===== config.mk =====
export PLATFORM = sky130hd
export DESIGN_NAME = x_debounce
export DESIGN_NICKNAME = d
export VERILOG_FILES = /design/src/rtl/x_debounce.sv
export SDC_FILE = /design/constraint.sdc
export NUM_CORES = 1
export LEC_CHECK = 0
export ABC_CLOCK_PERIOD_IN_PS = 2400
export BUFFER_PORTS_ARGS = -buffer_cell sky130_fd_sc_hd__buf_2
export CAP_MARGIN = 20
export CORE_MARGIN = 2
export CORE_UTILIZATION = 30
export CTS_BUF_LIST = sky130_fd_sc_hd__clkbuf_8
export DETAILED_ROUTE_END_ITERATION = 10
export GPL_TIMING_DRIVEN = 0
export HOLD_SLACK_MARGIN = 0.15
export SLEW_MARGIN = 10
export SYNTH_ARGS = -nofsm -noshare
export SYNTH_HDL_FRONTEND = slang
export SYNTH_SLANG_ARGS = --single-unit

===== constraint.sdc =====
create_clock -name clk -period 2.4 [get_ports clk]
set_input_delay 0.48 -clock clk [delete_from_list [all_inputs] [get_ports clk]]
set_output_delay 0.48 -clock clk [all_outputs]
set_load 0.01 [all_outputs]

===== src/rtl/x_debounce.sv =====
// rtl/x_debounce.sv - push-button debouncer emitting one x_out pulse per accepted press
// Two-flop synchronizer feeding a four-state debounce FSM with a saturating glitch counter.
module x_debounce #(
   parameter int DEBOUNCE_CYCLES = 4,
   parameter int CNT_W           = 16
) (
   input  logic       clk,
   input  logic       rstn,
   input  logic       btn_raw,
   output logic       x_out,
   output logic       btn_level,
   output logic [7:0] glitch_cnt
);

   typedef enum logic [1:0] {
      IDLE         = 2'd0,
      PRESS_WAIT   = 2'd1,
      PRESSED      = 2'd2,
      RELEASE_WAIT = 2'd3
   } state_t;

   localparam logic [CNT_W-1:0] CNT_LAST = CNT_W'(DEBOUNCE_CYCLES - 1);

   logic             sync1;
   logic             sync2;
   logic             btn_s;
   state_t           state;
   logic [CNT_W-1:0] cnt;

   assign btn_s = sync2;

   always_ff @(posedge clk or negedge rstn) begin
      if (!rstn) begin
         sync1 <= 1'b0;
         sync2 <= 1'b0;
      end else begin
         sync1 <= btn_raw;
         sync2 <= sync1;
      end
   end

   always_ff @(posedge clk or negedge rstn) begin
      if (!rstn) begin
         state      <= IDLE;
         cnt        <= '0;
         x_out      <= 1'b0;
         btn_level  <= 1'b0;
         glitch_cnt <= 8'd0;
      end else begin
         x_out <= 1'b0;
         case (state)
            IDLE: begin
               btn_level <= 1'b0;
               if (btn_s) begin
                  state <= PRESS_WAIT;
                  cnt   <= '0;
               end
            end
            PRESS_WAIT: begin
               if (btn_s) begin
                  if (cnt == CNT_LAST) begin
                     state     <= PRESSED;
                     x_out     <= 1'b1;
                     btn_level <= 1'b1;
                     cnt       <= '0;
                  end else begin
                     cnt <= cnt + 1'b1;
                  end
               end else begin
                  state <= IDLE;
                  cnt   <= '0;
                  if (glitch_cnt != 8'hFF) glitch_cnt <= glitch_cnt + 8'd1;
               end
            end
            PRESSED: begin
               btn_level <= 1'b1;
               if (!btn_s) begin
                  state <= RELEASE_WAIT;
                  cnt   <= '0;
               end
            end
            RELEASE_WAIT: begin
               if (!btn_s) begin
                  if (cnt == CNT_LAST) begin
                     state     <= IDLE;
                     btn_level <= 1'b0;
                     cnt       <= '0;
                  end else begin
                     cnt <= cnt + 1'b1;
                  end
               end else begin
                  // Release bounce: the button is still held, so level stays high.
                  state <= PRESSED;
                  cnt   <= '0;
                  if (glitch_cnt != 8'hFF) glitch_cnt <= glitch_cnt + 8'd1;
               end
            end
            default: begin
               state     <= IDLE;
               cnt       <= '0;
               x_out     <= 1'b0;
               btn_level <= 1'b0;
            end
         endcase
      end
   end

endmodule


Yosys cells after proc, flatten, opt, wreduce, memory -nomap -nowiden
Index checks and enable logic that the tools add are counted.
{ "classes": {"div_mod_pow": 0, "shift": 0, "mux": 25, "n_reduce_logical": 6, "bitwise_logic": 0, "n_addsub": 2, "n_eq_ne": 15, "n_mul": 0, "n_lt_le_gt_ge": 0} }
{ "op_table": {"columns": ["op", "n"], "rows": [
  ["two-way mux 16 bit", 5],
  ["one-hot mux 16 bit (4 select lines)", 1],
  ["two-way mux 8 bit", 3],
  ["adder 16 x 1 -> 16 bit (second input constant)", 1],
  ["equality test 16 x 2 -> 1 bit (second input constant)", 1],
  ["inequality test 2 bit (second input constant)", 8],
  ["one-hot mux 8 bit (2 select lines)", 1],
  ["two-way mux 2 bit", 6],
  ["adder 8 x 1 -> 8 bit (second input constant)", 1],
  ["inequality test 8 bit (second input constant)", 1],
  ["one-hot mux 2 bit (4 select lines)", 1],
  ["AND reduction 4 bit", 2],
  ["two-way mux 1 bit", 7],
  ["inequality test 3 bit (second input constant)", 2],
  ["equality test 2 bit (second input constant)", 2],
  ["one-hot mux 1 bit (4 select lines)", 1],
  ["AND reduction 3 bit", 1],
  ["equality test 2 x 1 -> 1 bit (second input constant)", 1],
  ["logical NOT 2 bit", 1],
  ["AND reduction 2 bit", 1],
  ["nonzero test 2 bit", 1]
]} }
{ "word_totals": {"inputBits": 3, "word_cells": 55, "n_memories": 0, "ramBits": 0, "rom_bits": 0, "latchBits": 0, "regBits": 30} }

Logic depth before layout (Yosys ltp)
{ "depth": {"word_depth": 4, "mapped_depth": 8, "depth_no_buf": 7} }

Least setup slack after synthesis
OpenSTA, ideal clock, no wires.
{ "synth_timing": {"path_type": "reg2reg", "startpoint": "register state[0]", "endpoint": "register cnt[7]", "path_stages_with_launch": 7, "setup_slack_ps": 521, "setup_ps": 78, "path_buffers": 0, "arrival_ps": 1801, "path_cell_list": "dfrtp_1 -> inv_1 -> ha_1 -> mux2_4 -> or3_4 -> or3_1 -> a21oi_1"} }
{ "synth_via": {"elab_chain_len": 3, "elab_cells_between_ends": 8} }
{ "synth_lines": {"columns": ["item", "line_no", "rtl"], "rows": [
  ["from (decl)", "27", "state_t state;"],
  ["from (signal assigned)", "44", "state <= IDLE;"],
  ["from (signal assigned)", "55", "state <= PRESS_WAIT;"],
  ["from (signal assigned)", "62", "state <= PRESSED;"],
  ["equality test 2 bit / logical NOT 2 bit (equally long branches)", "51", "case (state)"],
  ["inequality test 2 bit (no source line)", null, null],
  ["AND reduction 2 bit (no source line)", null, null],
  ["to (signal assigned)", "67", "cnt <= cnt + 1'b1;"],
  ["to (signal assigned)", "89", "cnt <= cnt + 1'b1;"],
  ["to (decl)", "28", "logic [CNT_W-1:0] cnt;"]
]} }
Parallel ways exist; a longest one is shown, timed or not.
A chain may end at the register's enable or synchronous reset.

Worst setup path after layout
{ "layout_timing": {"startpoint": "register state[0]", "endpoint": "register cnt[13]"} }
The elaborated chain is that of the path after synthesis.

==> Implementation_results.wiki <==
{| class="wikitable"
! Metric !! Value
|-
| Initial core utilization || 30.6%
|-
| Residual DRC || 0
|-
| Adder and majority cell fraction of the synthesized area || 4.87%
|-
| Via count of the first global-routing pass || 1140
|-
| Highest clock rate || 0.479 GHz
|-
| Setup TNS || 0 ns
|-
| Initial detailed-routing violation count || 35
|-
| Root buffer selected by CTS || sky130_fd_sc_hd__clkbuf_8
|-
| Main combinational cell family by area after synthesis || simple AND/OR/NAND/NOR gates
|-
| Number of top-level design ports || 13
|-
| Final-report hold violation count || 0
|-
| Detailed-route vias per instance || 4.84
|-
| Top cell type by total area after synthesis || sky130_fd_sc_hd__dfrtp_1
|-
| Delay of the slowest cell on the worst path || 0.52 ns
|-
| Count of state elements after synthesis || 30
|-
| Fill cell total of the finished layout || 509
|-
| Combinational fraction of design power || 34.7%
|-
| Detail Placement HPWL || 1980 um
|-
| Clk_skew || 0.00546 ns
|-
| Final GP Congestion || between 0.7 and 0.8
|-
| Antenna violations before repair || 0
|-
| Multiplexer share of the synthesized area || 3.08%
|-
| Worst ir drop on vdd || 573 uV
|-
| TritonCTS Buffers || 5
|-
| Category of cells accounting for the largest share of critical-path delay || multiplexers
|-
| Mean instance size in the synthesized netlist || 9.76 um^2
|-
| Total inserted antenna cells || 0
|-
| WL/cell || 11.6 um
|-
| Worst min-delay path class || input pin to async pin
|-
| Horiz. Die Dim || approximately 76 um
|-
| Synthesized net count || 167
|-
| H-tree lvl count || 2
|-
| Top post-synthesis cells by area || sky130_fd_sc_hd__dfrtp_1 49%, sky130_fd_sc_hd__xor2_1 5.1%, sky130_fd_sc_hd__ha_1 4.9%, sky130_fd_sc_hd__nand2_1 4.4%, sky130_fd_sc_hd__nand4_1 3.7%
|-
| Share of the clock period used by the worst path || 86.9%
|-
| Register-to-register setup slack || 0.31 ns
|-
| Post-detailed-route count of antenna-violating nets || 0
|-
| TritonCTS clock tree || built
|-
| Sum of buffers and inverters on the critical path || 2
|-
| Required time of the worst setup path || 2.60 ns
|-
| Power share of the sequential group || roughly two fifths
|-
| Die Ht || 75.7 um
|-
| Via count || ~1200
|-
| Cells along the critical path || inv_1 -> ha_1 -> mux2i_1 -> and3_1 -> buf_2 -> a21oi_1 -> o21ai_0
|-
| Area share of xor/xnor cells in the synthesized design || 7.95%
|-
| Worst Path Max Fanout || 10
|-
| Std-Cell Core Area || 0.00504 mm^2
|-
| Routed wire length || 2870 um
|-
| Switching power summed over all nets || 0.638 mW
|-
| Measured slew at the worst slew-check pin || 0.676 ns
|-
| Clock transition at the registers of the reported paths || 0.06 ns
|-
| Number of slew-limit violations in the final report || 0
|-
| CP Capture Type || flip-flop
|-
| Yosys top cell area share || 48.7%
|-
| Power share of the clock group || about a quarter
|-
| Overflow left after global routing || 0
|-
| Synthesis-to-layout area growth || 15.6%
|-
| Outcome || finished, final reports clean
|-
| Sequential-to-total area share from yosys stat || 48.7%
|-
| Final setup violation count || 0
|-
| RSZ-0062 raised after global routing || no
|-
| Switching part of the total power || 37.5%
|-
| Number of optimization iterations in the first detailed-route pass || 4
|-
| Post-Synthesis Cell Area || around 0.0015 mm^2
|-
| Post-CTS setup-driven buffer insertion count || 0
|-
| Pin count of the biggest net entering global routing || 31
|-
| Global-route wire length before repair || 5140 um
|-
| Maximum clock path buffer count || 2
|-
| Cell at the slowest stage of the critical path || sky130_fd_sc_hd__mux2i_1
|-
| Post-synthesis share of cell area spent on and, or, nand and nor gates || 23.9%
|-
| Flip-flop and latch area || 751 um^2
|-
| Post-layout net count || 186
|-
| Final critical delay including setup and external delays || 2.09 ns
|-
| Rel. slew slack || 54.9%
|-
| Total design power || roughly 1.7 mW
|-
| YS warnings || 0
|-
| Areal power density over the cells || 954 mW/mm^2
|-
| Synthesized instance count || 158
|-
| Worst EP arrival || around 2.3 ns
|-
| Internal Pwr Total || 1.06 mW
|-
| Startpoint type of the worst setup path || flip-flop
|-
| Static leakage power || a little under 0.8 nW
|-
| Number of placement rows || 26
|-
| Share of post-route cells with drive strength above 1 || 15.2%
|-
| Path type of the worst setup path || flip-flop to flip-flop
|-
| # Max-Cap Violations || 0
|-
| Multi-input gate area || 748 um^2
|-
| Overall die area || 0.00573 mm^2
|-
| Insertion delay of the later-clocked pin in the worst-skew pair || 0.29 ns
|-
| Compound-cell area share of the yosys netlist || 8.77%
|-
| Overall global routing resource usage || 12.5%
|-
| Count of distinct cell types in the synthesized netlist || 35
|-
| Number of buffers inserted by port buffering || 12
|-
| CTS Sinks || 30
|}
==> flip-flops by register name (all words and copies together), names as in the netlist, named ones only <==
register and flops:
cnt 16, glitch_cnt 8, state 1, x_out 1, sync1 1, btn_level 1, btn_s 1
==> cell usage after synthesis, drive strengths merged <==
library cell,n
mux2i,1
o21a,2
or3,3
or3b,1
nand3b,1
dfrtp,30
nand2,18
nand3,10
nor2,12
and2,1
o21ai,8
mux2,3
nand4,9
inv,6
nor4,5
xnor2,5
a22o,1
a21oi,6
clkbuf,1
o22ai,1
and3,2
nand2b,2
a211oi,1
nor4b,1
ha,6
o2bb2ai,1
buf,2
nor3,7
xor2,9
a31oi,3
==> layout make-up <==
class | instances | area share, %
Buffer | 3 | 1.19
Clock buffer | 6 | 4.63
Clock inverter | 2 | 0.492
Inverter | 6 | 1.26
Multi-Input combinational cell | 119 | 42.0
Sequential cell | 30 | 42.1
Tap cell | 70 | 4.92
Timing Repair Buffer | 12 | 3.37
==> cell usage in the layout (no fill, tap or decap), types with 7 or more instances in the layout <==
| master | Yosys | layout |
|---|---|---|
| sky130_fd_sc_hd__buf_2 | 1 | 13 |
| sky130_fd_sc_hd__dfrtp_1 | 30 | 30 |
| sky130_fd_sc_hd__inv_1 | 6 | 7 |
| sky130_fd_sc_hd__nand2_1 | 18 | 18 |
| sky130_fd_sc_hd__nand3_1 | 10 | 10 |
| sky130_fd_sc_hd__nand4_1 | 9 | 9 |
| sky130_fd_sc_hd__nor2_1 | 11 | 11 |
| sky130_fd_sc_hd__nor3_1 | 7 | 7 |
| sky130_fd_sc_hd__o21ai_0 | 7 | 7 |
| sky130_fd_sc_hd__xor2_1 | 9 | 9 |
==> power groups by stage <==
stage	clock [mW]	combinational [mW]	sequential (mW)
3_5_place_dp	0	0.596	0.704
5_1_grt	0.457	0.683	0.712
4_1_cts	0.434	0.597	0.696
6_report	0.411	0.590	0.698
3_3_place_gp	0	0.596	0.702
2_1_floorplan	0	0.416	0.709
==> worst reg2reg max path, stage by stage (launching register included) <==
cell	delay [ns]
sky130_fd_sc_hd__dfrtp_1	0.40
sky130_fd_sc_hd__inv_1	0.09
sky130_fd_sc_hd__ha_1	0.23
sky130_fd_sc_hd__mux2i_1	0.52
sky130_fd_sc_hd__and3_1	0.29
sky130_fd_sc_hd__buf_2	0.22
sky130_fd_sc_hd__a21oi_1	0.08
sky130_fd_sc_hd__o21ai_0	0.17
==> cells by family after synthesis <==
logic type	count (synthesis)
compound gates	23
xor+xnor	14
fa+ha+maj	6
buf+inv	9
flops	30
mux	4
simple gates	72
==> layer usage <==
layer / global-route usage (%) / vias to the layer above / routed length, um
li1: - / 601 / -
met1: 15.2 / 574 / 1320
met2: 18.9 / 19 / 1340
met3: 3.70 / 7 / 126
met4: 8.38 / 0 / 82
met5: 0 / - / 0
==> final timing paths <==
kind | depth (start not counted) | endpoint | startpoint
hold reg to reg | 0 | btn_s$_DFF_PN0_ | sync1$_DFF_PN0_
setup reg to reg | 7 | cnt[13]$_DFFE_PN0P_ | state[0]$_DFFE_PN0P_
setup / recovery | 7 | cnt[13]$_DFFE_PN0P_ | state[0]$_DFFE_PN0P_
min in group clk | 1 | sync1$_DFF_PN0_ | btn_raw
max in group asynchronous | 1 | cnt[6]$_DFFE_PN0P_ | rstn
hold / removal | 1 | cnt[11]$_DFFE_PN0P_ | rstn
==> metrics by stage <==
| step | cell area [um^2] | std cells | setup WS (ns) | hold WS (ns) | util (%) |
|---|---|---|---|---|---|
| finish | 1780 | 248 | 0.314 | 0.226 | 35.3 |
| global route | 1780 | 248 | 0.0987 | 0.275 | 35.3 |
| detailed placement | 1690 | 240 | 0.176 | 0.346 | 33.5 |
| global placement | 1690 | 240 | 0.159 | 0.348 | 33.5 |
| floorplan | 1540 | 158 | 0.521 | 0.184 | - |
| CTS | 1780 | 248 | 0.162 | 0.252 | 35.3 |
==> what timing repair did <==
item,CTS,global route
setup endpoints to repair,0,8
hold buffers,0,0
gates resized for setup,0,2
(Power assumes the default switching activity.)
